$ cat src/rtl/mgmt_gpio_bank_if.sv
// Register bus between the management core and the GPIO bank.
// Writes and reads are single-cycle strobes. Read data comes back
// registered, one cycle after the read strobe, together with a
// one-cycle valid pulse.
interface mgmt_gpio_bank_if;
    logic [2:0]  bus_addr;
    logic [31:0] bus_wdata;
    logic        bus_we;
    logic        bus_re;
    logic [31:0] bus_rdata;
    logic        bus_rvalid;

    // Core side: issues strobes and collects read data
    modport master (
        output bus_addr,
        output bus_wdata,
        output bus_we,
        output bus_re,
        input  bus_rdata,
        input  bus_rvalid
    );

    // Bank side: decodes strobes and returns read data
    modport slave (
        input  bus_addr,
        input  bus_wdata,
        input  bus_we,
        input  bus_re,
        output bus_rdata,
        output bus_rvalid
    );
endinterface

$ cat src/rtl/mgmt_gpio_bank.sv
// mgmt_gpio_bank: CHANNELS bidirectional management GPIO lines on the
// simple register bus. Each line has an output value, an output enable
// and a synchronised input. A shared prescaler drives a blink phase
// that any line can select instead of its static output value.
//
// Optional feature macro: MGMT_GPIO_IRQ_EN
//   defined   - per-line edge interrupts (IRQ_EN, IRQ_EDGE, IRQ_STAT,
//               input history flop, irq output)
//   undefined - addresses 5..7 read 0 and ignore writes, irq tied 0,
//               no edge logic is built
//
// Register map (word address):
//   0 OUT  1 OE  2 IN (RO)  3 BLINK_EN  4 BLINK_PERIOD
//   5 IRQ_EN  6 IRQ_EDGE  7 IRQ_STAT (RO, write-1-to-clear)
module mgmt_gpio_bank #(
    parameter int CHANNELS = 8,
    parameter int BLINK_W  = 16
) (
    input  logic                core_clk,
    input  logic                core_rst,
    mgmt_gpio_bank_if.slave     bus,
    input  logic [CHANNELS-1:0] gpio_in,
    output logic [CHANNELS-1:0] gpio_out,
    output logic [CHANNELS-1:0] gpio_oeb,
    output logic                irq
);

    localparam logic [2:0] A_OUT   = 3'd0;
    localparam logic [2:0] A_OE    = 3'd1;
    localparam logic [2:0] A_IN    = 3'd2;
    localparam logic [2:0] A_BLEN  = 3'd3;
    localparam logic [2:0] A_BPER  = 3'd4;
    localparam logic [2:0] A_IEN   = 3'd5;
    localparam logic [2:0] A_IEDGE = 3'd6;
    localparam logic [2:0] A_ISTAT = 3'd7;

    // ------------------------------------------------------------------
    // Write decode
    // ------------------------------------------------------------------
    logic                wr_out, wr_oe, wr_blen, wr_bper;
    logic [CHANNELS-1:0] wdata_ch;
    logic [BLINK_W-1:0]  wdata_per;

    assign wr_out    = bus.bus_we && (bus.bus_addr == A_OUT);
    assign wr_oe     = bus.bus_we && (bus.bus_addr == A_OE);
    assign wr_blen   = bus.bus_we && (bus.bus_addr == A_BLEN);
    assign wr_bper   = bus.bus_we && (bus.bus_addr == A_BPER);
    assign wdata_ch  = bus.bus_wdata[CHANNELS-1:0];
    assign wdata_per = bus.bus_wdata[BLINK_W-1:0];

    // Bits above CHANNELS / BLINK_W are dropped on purpose.
    logic unused_wdata;
    assign unused_wdata = ^bus.bus_wdata;

    // ------------------------------------------------------------------
    // Output / enable / blink-select registers
    // ------------------------------------------------------------------
    logic [CHANNELS-1:0] out_q, out_d;
    logic [CHANNELS-1:0] oe_q, oe_d;
    logic [CHANNELS-1:0] blen_q, blen_d;

    // Next-state for the plain RW channel registers
    always_comb begin
        out_d  = wr_out  ? wdata_ch : out_q;
        oe_d   = wr_oe   ? wdata_ch : oe_q;
        blen_d = wr_blen ? wdata_ch : blen_q;
    end

    // Channel register state
    always_ff @(posedge core_clk) begin
        if (core_rst) begin
            out_q  <= '0;
            oe_q   <= '0;
            blen_q <= '0;
        end else begin
            out_q  <= out_d;
            oe_q   <= oe_d;
            blen_q <= blen_d;
        end
    end

    // ------------------------------------------------------------------
    // Blink generator: cnt runs 0..period, phase toggles on the wrap,
    // so the phase holds for period+1 cycles. Writing the period
    // restarts the pattern from a known point (cnt 0, phase low).
    // ------------------------------------------------------------------
    logic [BLINK_W-1:0] per_q, per_d;
    logic [BLINK_W-1:0] cnt_q, cnt_d;
    logic               phase_q, phase_d;

    // Next-state for period, prescaler and phase
    always_comb begin
        per_d   = per_q;
        cnt_d   = cnt_q;
        phase_d = phase_q;
        if (wr_bper) begin
            per_d   = wdata_per;
            cnt_d   = '0;
            phase_d = 1'b0;
        end else if (cnt_q == per_q) begin
            cnt_d   = '0;
            phase_d = ~phase_q;
        end else begin
            cnt_d   = cnt_q + BLINK_W'(1);
        end
    end

    // Blink state
    always_ff @(posedge core_clk) begin
        if (core_rst) begin
            per_q   <= '0;
            cnt_q   <= '0;
            phase_q <= 1'b0;
        end else begin
            per_q   <= per_d;
            cnt_q   <= cnt_d;
            phase_q <= phase_d;
        end
    end

    // ------------------------------------------------------------------
    // Input synchroniser: s1 catches the async pad, s2 is the clean
    // value software reads as IN.
    // ------------------------------------------------------------------
    logic [CHANNELS-1:0] s1_q, s2_q;

    // Two-flop synchroniser
    always_ff @(posedge core_clk) begin
        if (core_rst) begin
            s1_q <= '0;
            s2_q <= '0;
        end else begin
            s1_q <= gpio_in;
            s2_q <= s1_q;
        end
    end

`ifdef MGMT_GPIO_IRQ_EN
    // ------------------------------------------------------------------
    // Edge interrupts. s3 holds the previous synchronised value; an
    // edge of the selected polarity latches the status bit whether or
    // not the line is enabled, so software can poll masked lines.
    // A new edge beats a simultaneous write-1-to-clear.
    // ------------------------------------------------------------------
    logic [CHANNELS-1:0] s3_q;
    logic [CHANNELS-1:0] ien_q, ien_d;
    logic [CHANNELS-1:0] iedge_q, iedge_d;
    logic [CHANNELS-1:0] stat_q, stat_d;
    logic [CHANNELS-1:0] rise, fall, edge_hit, w1c;

    assign rise     = s2_q & ~s3_q;
    assign fall     = ~s2_q & s3_q;
    assign edge_hit = (iedge_q & fall) | (~iedge_q & rise);
    assign w1c      = (bus.bus_we && (bus.bus_addr == A_ISTAT)) ? wdata_ch : '0;

    // Next-state for interrupt control and status
    always_comb begin
        ien_d   = (bus.bus_we && (bus.bus_addr == A_IEN))   ? wdata_ch : ien_q;
        iedge_d = (bus.bus_we && (bus.bus_addr == A_IEDGE)) ? wdata_ch : iedge_q;
        stat_d  = (stat_q & ~w1c) | edge_hit;
    end

    // Interrupt state and input history
    always_ff @(posedge core_clk) begin
        if (core_rst) begin
            s3_q    <= '0;
            ien_q   <= '0;
            iedge_q <= '0;
            stat_q  <= '0;
        end else begin
            s3_q    <= s2_q;
            ien_q   <= ien_d;
            iedge_q <= iedge_d;
            stat_q  <= stat_d;
        end
    end

    assign irq = |(stat_q & ien_q);
`else
    assign irq = 1'b0;
`endif

    // ------------------------------------------------------------------
    // Read path: data is taken from the current register values, so a
    // read that coincides with a write returns the old contents.
    // ------------------------------------------------------------------
    logic [31:0] rd_val;
    logic [31:0] rdata_q;
    logic        rvalid_q;

    // Read mux, unused upper bits are zero
    always_comb begin
        rd_val = '0;
        case (bus.bus_addr)
            A_OUT:   rd_val = 32'(out_q);
            A_OE:    rd_val = 32'(oe_q);
            A_IN:    rd_val = 32'(s2_q);
            A_BLEN:  rd_val = 32'(blen_q);
            A_BPER:  rd_val = 32'(per_q);
`ifdef MGMT_GPIO_IRQ_EN
            A_IEN:   rd_val = 32'(ien_q);
            A_IEDGE: rd_val = 32'(iedge_q);
            A_ISTAT: rd_val = 32'(stat_q);
`endif
            default: rd_val = '0;
        endcase
    end

    // Registered read data (held until the next read) and valid pulse
    always_ff @(posedge core_clk) begin
        if (core_rst) begin
            rdata_q  <= '0;
            rvalid_q <= 1'b0;
        end else begin
            rvalid_q <= bus.bus_re;
            if (bus.bus_re)
                rdata_q <= rd_val;
        end
    end

    assign bus.bus_rdata  = rdata_q;
    assign bus.bus_rvalid = rvalid_q;

    // ------------------------------------------------------------------
    // Pad drive
    // ------------------------------------------------------------------
    assign gpio_out = (blen_q & {CHANNELS{phase_q}}) | (out_q & ~blen_q);
    assign gpio_oeb = ~oe_q;

endmodule

$ cat src/flat_wrapper.sv
// flat-port wrapper written by rule: the top's interface ports become plain ports
module mgmt_gpio_bank_flat 
#(
    parameter int CHANNELS = 8,
    parameter int BLINK_W  = 16
)
  (core_clk, core_rst, gpio_in, gpio_out, gpio_oeb, irq, bus_bus_addr, bus_bus_wdata, bus_bus_we, bus_bus_re, bus_bus_rdata, bus_bus_rvalid);
  mgmt_gpio_bank_if bus_i ();
  input  logic core_clk;
  input  logic core_rst;
  input  logic [CHANNELS-1:0] gpio_in;
  output logic [CHANNELS-1:0] gpio_out;
  output logic [CHANNELS-1:0] gpio_oeb;
  output logic irq;
  input wire logic [$bits(bus_i.bus_addr)-1:0] bus_bus_addr;
  input wire logic [$bits(bus_i.bus_wdata)-1:0] bus_bus_wdata;
  input wire logic [$bits(bus_i.bus_we)-1:0] bus_bus_we;
  input wire logic [$bits(bus_i.bus_re)-1:0] bus_bus_re;
  output wire logic [$bits(bus_i.bus_rdata)-1:0] bus_bus_rdata;
  output wire logic [$bits(bus_i.bus_rvalid)-1:0] bus_bus_rvalid;
  assign bus_i.bus_addr = bus_bus_addr;
  assign bus_i.bus_wdata = bus_bus_wdata;
  assign bus_i.bus_we = bus_bus_we;
  assign bus_i.bus_re = bus_bus_re;
  assign bus_bus_rdata = bus_i.bus_rdata;
  assign bus_bus_rvalid = bus_i.bus_rvalid;
  mgmt_gpio_bank #(.CHANNELS(CHANNELS), .BLINK_W(BLINK_W)) u_core (.core_clk(core_clk), .core_rst(core_rst), .bus(bus_i), .gpio_in(gpio_in), .gpio_out(gpio_out), .gpio_oeb(gpio_oeb), .irq(irq));
endmodule
$ cat config.mk
export PLATFORM = sky130hd
export DESIGN_NAME = mgmt_gpio_bank_flat
export DESIGN_NICKNAME = d
export VERILOG_FILES = /design/src/rtl/mgmt_gpio_bank_if.sv /design/src/rtl/mgmt_gpio_bank.sv /design/src/flat_wrapper.sv
export SDC_FILE = /design/constraint.sdc
export NUM_CORES = 1
export LEC_CHECK = 0
export CAP_MARGIN = 20
export CORE_UTILIZATION = 60
export CTS_CLUSTER_DIAMETER = 200
export DETAILED_ROUTE_END_ITERATION = 16
export DONT_BUFFER_PORTS = 1
export PLACE_DENSITY = 0.83
export SLEW_MARGIN = 20
export SYNTH_ARGS = -nofsm -noshare
export SYNTH_HDL_FRONTEND = slang
export SYNTH_SLANG_ARGS = --single-unit
$ cat constraint.sdc
create_clock -name core_clk -period 3.2 [get_ports core_clk]
set_input_delay 0.64 -clock core_clk [delete_from_list [all_inputs] [get_ports core_clk]]
set_output_delay 0.64 -clock core_clk [all_outputs]
set_load 0.03 [all_outputs]
==> impl_summary.log <==
[metrics] post-cts resize count: 0
[metrics] CORE AREA: 6350 µm²
[metrics] clock latency of the later-clocked register in the worst-skew pair: 0.36 ns
[metrics] post-CTS setup buffers: 0
[metrics] startpoint-to-endpoint class of the critical path: reg2reg
[metrics] Pwr Density: roughly 530 nW/µm²
[metrics] maximum number of buffers from clock root to sink: 2
[metrics] data required time of the worst path: around 3.5 ns
[metrics] final hold violation count: 0
[metrics] fraction of registers with async set/reset: 0%
[metrics] number of flops mapped to enable cells by yosys: 0
[metrics] unrepaired setup endpoints after global routing: false
[metrics] R2R setup slack: 1.25 ns
[metrics] post-detail-place hpwl: around 5900 µm
[metrics] All-Layer GR Usage: 25.8%
[metrics] htree depth: 3
[metrics] remaining design rule violation count: 0
[metrics] layout cell share with drive strength beyond 1: 9.25%
[metrics] total die area: 6890 µm²
[metrics] antenna violations before repair: 0
[metrics] I/O pin total: 97
[metrics] cell area after technology mapping: just under 4000 µm²
[metrics] Final min period: 1.95 ns
[metrics] detailed router's first-iteration violation count: 251
[metrics] wire length of the first global-routing pass: roughly 14000 µm
[metrics] run status: complete, no violations
[metrics] number of global-route vias before repair: 2860
[metrics] starting density of the core: 62.0%
[metrics] GRT overflow: 0
[metrics] register clock-pin slew on the reported worst setup and hold paths: 0.10 ns
[metrics] chip width: 83.0 µm
[metrics] highest-count cells in the layout ignoring fill and taps: nand2_1, dfxtp_1, a21oi_1
[metrics] Die Span Y: 83.0 µm
[metrics] number of CTS-inserted buffers: 9
[metrics] routed length per placed instance: 16.4 µm
[metrics] Setup violations, final: 0
[metrics] Layout fillers: 481
[metrics] flip-flop cell with the highest count after synthesis: dfxtp_1
[metrics] share of the yosys chip area belonging to registers: 45.7%
[metrics] # clock sinks: 90
[metrics] Post-CTS Hold Buffers: 0
[metrics] Area growth, synth to finish: 3.84%
[metrics] fin crit share: slightly above 60%
[metrics] ANT nets after route: 0
[metrics] post-synthesis cell count: 464
[metrics] Final Slew Violations: 0
[metrics] data arrival time of the critical path: about 2.2 ns
[metrics] number of distinct standard cells referenced by the synthesized netlist: 42
[metrics] number of warnings issued by yosys: 0
[metrics] IR Drop Worst-Case VDD: 390 µV
[metrics] CP Cell Sequence: nand4_2, or4_4, or4_1, a211oi_1
[metrics] Max stage delay cell, worst path: or4_1
[metrics] via-per-instance ratio: 5.84
[metrics] Worst-Margin Slew: roughly 0.75 ns
[metrics] max-capacitance violation count: 0
[metrics] number of nets in the finished design: 498
[metrics] leakage power: about 1.4 nW
[metrics] #FFs+latches synth: 90
[metrics] pin count of the biggest net entering global routing: 68
[metrics] Synth Area per Inst: 8.49 µm²
[metrics] FP Rows: 29
[metrics] CP Max Fanout: 6
[metrics] Max Clock Freq: 512 MHz
[metrics] critical path capture point type: flop
[metrics] utilization of the core after routing: between 60 and 70%
[metrics] root buffer selected by CTS: clkbuf_8
[metrics] path class of the lowest-slack min-delay path: in2reg
[metrics] clock skew: 0.0103 ns
[metrics] final weighted congestion in routability-driven placement: 0.832
[metrics] detailed-route via count: 3103
[metrics] startpoint type of the worst setup path: flop
[metrics] n_diodes: 0
[metrics] # port buffers: 0
[metrics] router iterations before antenna repair: 5
[metrics] clock tree from TritonCTS: built
[metrics] Slew headroom: 50.2%
[metrics] most common library cell in the layout ignoring fill and taps: nand2_1
[metrics] aggregate negative setup slack: 0 ns
[metrics] slowest stage delay, CP: 0.51 ns
[metrics] post-detailed-routing wire length: 8720 µm
[flip-flops by register name (all words and copies together) (netlist names)]
register and count:
u_core.blen_q 8, u_core.bus.bus_rdata 16, u_core.bus.bus_rvalid 1, u_core.cnt_q 16, u_core.oe_q 8, u_core.out_q 8, u_core.per_q 16, u_core.phase_q 1
u_core.s1_q 8, u_core.s2_q 8
[routing by layer]
layer  part of all wire (%)  vias to the layer above  global-route usage [%]
met5                      0                        -                       0
met1                     43                     1464                    34.3
li1                       -                     1479                       -
met4                    2.3                        0                    11.8
met3                    8.9                       24                    7.46
met2                     46                      136                    38.9
[path summary, 6_finish.rpt]
check | start | endpoint | depth (start not counted)
hold reg to reg | u_core.s1_q[6] | u_core.s2_q[6] | 1
setup reg to reg | u_core.cnt_q[6] | u_core.cnt_q[15] | 4
hold / removal | core_rst | u_core.blen_q[0] | 1
setup / recovery | u_core.cnt_q[6] | u_core.cnt_q[15] | 4
[cells in the mapped netlist, types with 2 or more instances]
cell type	n	area share, %
a22o_1	7	1.6
or2_2	2	0.32
inv_1	11	1.0
nand4_1	6	0.95
clkbuf_1	23	2.2
nor2_1	16	1.5
buf_2	4	0.51
nor2b_1	29	4.6
and3_1	2	0.32
a211oi_1	2	0.38
xor2_1	2	0.44
a21oi_1	48	6.1
mux2_2	16	4.6
buf_4	17	3.2
nor4_1	3	0.48
and2_1	2	0.32
dfxtp_1	90	46
clkinv_1	2	0.19
xnor2_1	26	5.8
nand2_1	102	9.7
nand3_1	5	0.64
mux2i_1	7	1.8
nor3_1	17	2.2
o221ai_1	7	1.6
[logic make-up (layout without fill, tap and decap cells)]
group	after synthesis	in the layout	share of synthesized area, %
XOR/XNOR	28	28	6.22
AO/OA/AOI/OAI	68	68	10.2
multiplexers	24	24	6.92
flip-flops	90	90	45.7
AND/OR/NAND/NOR	194	194	23.2
buffers and inverters	58	32	7.27
other	1	17	0.0952
adder cells (fa/ha/maj)	1	1	0.318
[worst max-delay path: cells and delay by family (launching register included)]
family	cells	cell delay [ns]
AO/OA/AOI/OAI	1	0.23
AND/OR/NAND/NOR	3	1.18
flip-flops	1	0.47
[layout make-up]
class                   instances  area, µm²  share of cell area, %
clock buffers                  10        138                   3.36
inverters                      14       52.6                   1.28
repair buffers                  3       22.5                  0.550
well taps                      77       96.3                   2.35
multi-input cells             332       1920                   46.9
clock inverters                 5       62.6                   1.53
flip-flops and latches         90       1800                   44.0
[through the flow]
step	total power, mW	hold slack [ns]	instance area, µm²	worst slack (ns)	std cells
after floorplan	1.38	0.414	4000	1.10	480
after global placement	1.38	0.418	3890	1.19	516
after detailed placement	1.39	0.420	3890	1.14	516
after CTS	2.15	0.335	4090	1.25	531
after global routing	2.21	0.332	4090	1.08	531
final	2.15	0.343	4090	1.25	531
[power by group]
group	internal [mW]	total (mW)	switching, mW
registers	1.15	1.19	0.0374
logic	0.0605	0.177	0.117
clock network	0.382	0.789	0.407
total	1.59	2.15	0.561
Note: power is estimated with default switching activity, not from simulation.
